===== config.mk =====
export PLATFORM = sky130hd
export DESIGN_NAME = boot_rom_loader
export DESIGN_NICKNAME = d
export VERILOG_FILES = /design/src/rtl/boot_rom_loader.sv
export SDC_FILE = /design/constraint.sdc
export NUM_CORES = 1
export LEC_CHECK = 0
export ABC_AREA = 1
export CAP_MARGIN = 5
export CORE_ASPECT_RATIO = 1.2
export CORE_MARGIN = 1.5
export CORE_UTILIZATION = 38
export CTS_CLUSTER_SIZE = 16
export DETAILED_ROUTE_END_ITERATION = 10
export HOLD_SLACK_MARGIN = 0.02
export PLACE_DENSITY = 0.81
export SLEW_MARGIN = 20
export SYNTH_ARGS = -nofsm -noshare
export SYNTH_HDL_FRONTEND = slang
export SYNTH_SLANG_ARGS = --single-unit

===== constraint.sdc =====
create_clock -name clk -period 1.55 [get_ports clk]
set_input_delay 0.31 -clock clk [delete_from_list [all_inputs] [get_ports clk]]
set_output_delay 0.31 -clock clk [all_outputs]
set_load 0.02 [all_outputs]

===== src/rtl/boot_rom_loader.sv =====
// boot_rom_loader: boot ROM with a copy engine that streams the image
// into main RAM and holds the CPU until the copy has completed.
module boot_rom_loader #(
  parameter int DATA_W = 16,
  parameter int ADDR_W = 5,
  parameter int DEPTH = 32,
  parameter int DST_AW = 12,
  parameter logic [DST_AW-1:0] DST_BASE = '0,
  parameter bit AUTO_BOOT = 1'b1,
  parameter INIT_FILE = "bootrom.hex",
  // Word k sits at INIT_IMAGE[k*DATA_W +: DATA_W]; unlisted words read 0.
  parameter logic [DEPTH*DATA_W-1:0] INIT_IMAGE = '0
) (
  input  logic              clk,
  input  logic              rst,
  input  logic              start,
  input  logic              cs,
  input  logic              we,
  input  logic [ADDR_W-1:0] addr,
  output logic [DATA_W-1:0] dout,
  output logic              ram_valid,
  input  logic              ram_ready,
  output logic [DST_AW-1:0] ram_addr,
  output logic [DATA_W-1:0] ram_wdata,
  output logic              busy,
  output logic              done,
  output logic              cpu_hold,
  output logic              wr_viol
);

  if (DEPTH < 1 || DEPTH > (1 << ADDR_W)) begin : g_depth_chk
    $error("boot_rom_loader %s: DEPTH out of range", INIT_FILE);
  end

  typedef enum logic [1:0] {IDLE, COPY, DONE} state_e;

  localparam int IDX_W = (DEPTH > 1) ? $clog2(DEPTH) : 1;
  localparam logic [IDX_W-1:0] LAST = IDX_W'(DEPTH - 1);

  state_e            state_q, state_d;
  logic [IDX_W-1:0]  idx_q, idx_d;
  logic              valid_q, valid_d;
  logic [DST_AW-1:0] ram_addr_q, ram_addr_d;
  logic [DATA_W-1:0] wdata_q, wdata_d;
  logic [DATA_W-1:0] dout_q, dout_d;
  logic              viol_q, viol_d;
  logic              hs;
  logic              load;
  logic              rd;

  function automatic logic [DATA_W-1:0] rom_at(input int unsigned a);
    logic [DATA_W-1:0] w;
    w = '0;
    for (int i = 0; i < DEPTH; i++) begin
      if (a == unsigned'(i)) w = INIT_IMAGE[i*DATA_W +: DATA_W];
    end
    return w;
  endfunction

  always_comb begin
    state_d    = state_q;
    idx_d      = idx_q;
    valid_d    = valid_q;
    ram_addr_d = ram_addr_q;
    wdata_d    = wdata_q;
    load       = 1'b0;
    hs         = valid_q & ram_ready;
    unique case (state_q)
      IDLE: load = AUTO_BOOT | start;
      COPY: begin
        if (hs) begin
          if (idx_q == LAST) begin
            valid_d = 1'b0;
            state_d = DONE;
          end else begin
            idx_d      = idx_q + 1'b1;
            ram_addr_d = ram_addr_q + 1'b1;
            wdata_d    = rom_at(32'(idx_q) + 32'd1);
          end
        end
      end
      DONE: load = start;
      default: state_d = IDLE;
    endcase
    // start in COPY is dropped; only IDLE and DONE may (re)load the engine
    if (load) begin
      state_d    = COPY;
      idx_d      = '0;
      valid_d    = 1'b1;
      ram_addr_d = DST_BASE;
      wdata_d    = rom_at(32'd0);
    end
  end

  always_comb begin
    rd     = cs & ~we;
    dout_d = rd ? rom_at(32'(addr)) : dout_q;
    viol_d = viol_q | (cs & we);
  end

  always_ff @(posedge clk or posedge rst) begin
    if (rst) begin
      state_q    <= IDLE;
      idx_q      <= '0;
      valid_q    <= 1'b0;
      ram_addr_q <= DST_BASE;
      wdata_q    <= '0;
      dout_q     <= '0;
      viol_q     <= 1'b0;
    end else begin
      state_q    <= state_d;
      idx_q      <= idx_d;
      valid_q    <= valid_d;
      ram_addr_q <= ram_addr_d;
      wdata_q    <= wdata_d;
      dout_q     <= dout_d;
      viol_q     <= viol_d;
    end
  end

  assign dout      = dout_q;
  assign ram_valid = valid_q;
  assign ram_addr  = ram_addr_q;
  assign ram_wdata = wdata_q;
  assign busy      = (state_q == COPY);
  assign done      = (state_q == DONE);
  assign cpu_hold  = (state_q != DONE);
  assign wr_viol   = viol_q;

endmodule


==> qor_table.md <==
| Result | Value | Unit |
|:---|:---|:---|
| Total of max-cap violations | 0 | - |
| Max Freq | 613 | MHz |
| Leading post-synthesis cells by instance count | nand2_1, buf_4, dfrtp_1 | - |
| Max stage delay on crit path | 400 | ps |
| Async set-or-reset flop fraction in the synthesized netlist | 1.00 | - |
| Number of buffers created by CTS | 3 | - |
| Register bit count reported by yosys | 21 | - |
| Number of different library cells in the post-synthesis netlist | 23 | - |
| Starting DRC count in detailed routing | 83 | - |
| Weighted congestion reported at the end of routability-driven placement | 0.814 | - |
| Min Hold Slack | 371 | ps |
| Cell count of the worst reg-to-reg path | 11 | - |
| Arrival @ worst endpoint | 1790 | ps |
| Setup repair after global routing missed its margin | true | - |
| Maximum fanout encountered on the critical timing path | 6 | - |
| Max H-tree Level | 1 | - |
| Share of the clock period used by the worst path | 1.05 | - |
| Slowest CP cell | dfrtp_1 | - |
| Status | complete, but fails checks | - |
| Number of optimization iterations in the first detailed-route pass | 8 | - |
| Die Height | 69.2 | µm |
| Worst-case clock buffer depth | 2 | - |
| Antenna-violating nets left | 0 | - |
| Sequential cell area | 526 | µm² |
| Total global routing track utilization | 0.156 | - |
| Residual DRC | 4 | - |
| Seq/Total Area, Yosys | 0.378 | - |
| Via count of the first global-routing pass | 1103 | - |
| Path class of the lowest-slack min-delay path | in2async | - |
| Netlist area before placement | 1390 | µm² |
| Area of placed instances | 1620 | µm² |
| Power per Cell Area | 1360 | nW/µm² |
| Count of endpoints failing setup in the final report | 16 | - |
| Proportion of layout cells with a drive suffix above 1 | 0.234 | - |
| Later-pin clock latency in the skew report | 260 | ps |
| Number of max-slew violations in the final report | 0 | - |
| Proportion of synthesized area in mux cells | 0 | - |
| Largest family of logic cells by synthesized area | simple AND/OR/NAND/NOR gates | - |
| Failing checks | DRC, setup timing | - |
| Die area | 4030 | µm² |
| Crit start category | register | - |
| Pin count of the biggest net entering global routing | 22 | - |
| Post-Route WL | 3.04 | mm |
| Combined area of the multi-input logic cells | 736 | µm² |
| DR vias/cell | 4.67 | - |
| Layout Cell Area excl Fill | 1780 | µm² |
| Worst ir drop on vdd | 736 | µV |
| Antenna diode count | 0 | - |
| Port buffer count | 22 | - |
| Hpwl dp | 2.00 | mm |
| Worst-case clock skew | 6.29 | ps |
| Number of vias after detailed routing | 1209 | - |
| Total number of yosys warnings | 0 | - |
| IO Pins | 60 | - |
| Cells traversed along the worst timing path | ha_2 -> nand2_2 -> nor2_2 -> ha_2 -> inv_4 -> buf_4 -> nand3_4 -> nor2_1 -> nand2_1 -> nand2_1 -> nor2_1 | - |
| Worst Setup Slack, final | -81.6 | ps |
| Sinks on the clock net | 21 | - |
| Root Buffer | clkbuf_8 | - |
| Post-synthesis instance total | 182 | - |
| Wire length of the first global-routing pass | 5.00 | mm |
| Residual overflow from global routing | 0 | - |
| Synth Area in Simple Gates | 0.279 | - |
| Row cnt | 23 | - |
| Crit path required time | 1710 | ps |
| XOR/XNOR share of the synthesized area | 0.0126 | - |
| TritonCTS clock tree | yes | - |
| Post-layout util | 0.518 | - |
| Largest cells by area after synthesis | dfrtp_1, buf_4, nand2_1 | - |
| Count of flip-flops with a built-in enable after synthesis | 0 | - |
| Top-count cell post-synth | nand2_1 | - |
| Leakage power figure | 0.967 | nW |
| Number of nets in the layout | 237 | - |
| Prevailing post-synth register cell | dfrtp_1 | - |
| WL/cell | 11.7 | µm |
| Kind of critical path | reg2reg | - |
| Gate family responsible for the most delay along the worst path | simple AND/OR/NAND/NOR gates | - |
| Starting density of the core | 0.406 | - |
| Worst-path clk slew | 80 | ps |
| Min Tclk post-route | 1630 | ps |
| Syn Area/Cell | 7.63 | µm² |
| Fraction of the mapped netlist area in compound gates | 0.0568 | - |
| Cts-stage hold buffer count | 0 | - |
| CP bufs+invs | 2 | - |
| Worst setup EP type | register | - |
| Number of antenna violations at the first check in global routing | 0 | - |
| Core area | 3420 | µm² |
| Final hold violation count | 0 | - |
| Logic depth of the worst setup path including buffers | 11 | - |
| Die W | 58.2 | µm |
| Synth area leader | dfrtp_1 | - |
| Top-area cell type share of the netlist area | 0.378 | - |
| Area added between synthesis and finish | 27.8 | % |
| Setup_tns | -671 | ps |
| Adder-cell share of the synthesized area | 0.0270 | - |
| Layout fillers | 321 | - |
[metrics by stage]
stage               cells  power, mW  worst slack [ps]
finish                259       2.42             -81.6
global route          259       2.59              -184
CTS                   257       2.33             -91.3
detailed placement    252       1.89              -144
global placement      252       1.85              -120
floorplan             213       1.50              21.5
[registers in the layout (all words and copies together) (netlist names)]
signal and flops:
ram_addr 12, idx_q 5, state_q 2, ram_valid 1
wr_viol 1
[cells by family (layout without fill, tap and decap cells)]
family                   count (synthesis)  after routing
AND/OR/NAND/NOR                         86             87
buffers and inverters                   55             63
flip-flops                              21             21
AO/OA/AOI/OAI                           14             14
adder cells (fa/ha/maj)                  3              3
XOR/XNOR                                 2              2
other                                    1             32
[routing by layer]
metal	GRT usage	part of all wire	vias up
li1	-	-	589
met1	0.207	0.41	574
met2	0.261	0.54	44
met3	0.0243	0.048	2
met4	0.0388	0.0026	0
met5	0	0	-
[placed cells by master, fill, tap and decap left out, drive strengths merged, types with 3 or more instances in the layout]
master         netlist  routed
ha                   3       3
nand3               13      13
nor2                22      23
clkdlybuf4s50        0       5
nand4                5       5
a21oi                4       4
dlymetal6s2s         0       3
o21ai                6       6
clkbuf               0       5
conb                 1      32
dlygate4sd2          0      11
inv                 21      21
nand2               45      45
dfrtp               21      21
buf                 34      16
[final cells by class]
type | instances | area share
multi-input cells | 138 | 0.414
flip-flops and latches | 21 | 0.296
repair buffers | 38 | 0.189
clock buffers | 3 | 0.0233
inverters | 21 | 0.0486
well taps | 37 | 0.0261
clock inverters | 1 | 0.00282
[report_power, final]
| group | internal, mW | switching [mW] | leakage, nW | total [mW] |
|---|---|---|---|---|
| Sequential | 0.698 | 0.130 | 0.260 | 0.827 |
| Clock | 0.179 | 0.190 | 0.0255 | 0.369 |
| Combinational | 0.510 | 0.711 | 0.682 | 1.22 |
[final timing paths]
kind | startpoint | to | slack [ps]
max in group asynchronous | rst | ram_addr[5]$_DFFE_PP0P_ | 950
max reg2reg | idx_q[1]$_DFFE_PP0P_ | ram_addr[7]$_DFFE_PP0P_ | -80
max | idx_q[1]$_DFFE_PP0P_ | ram_addr[7]$_DFFE_PP0P_ | -80
min in group clk | wr_viol$_DFF_PP0_ | wr_viol$_DFF_PP0_ | 450
min reg2reg | wr_viol$_DFF_PP0_ | wr_viol$_DFF_PP0_ | 450
min | rst | idx_q[2]$_DFFE_PP0P_ | 370
[worst min-delay path, stage by stage]
cell             delay, ps
clkdlybuf4s50_1        390
inv_1                   50
buf_4                  280
[what timing repair did]
item	4_1_cts	5_1_grt
endpoints found under the setup margin	30	24
setup buffers	0	2
pin swaps	13	5
resized for setup	32	19
gates cloned	1	0
Note: power is estimated with default switching activity, not from simulation.
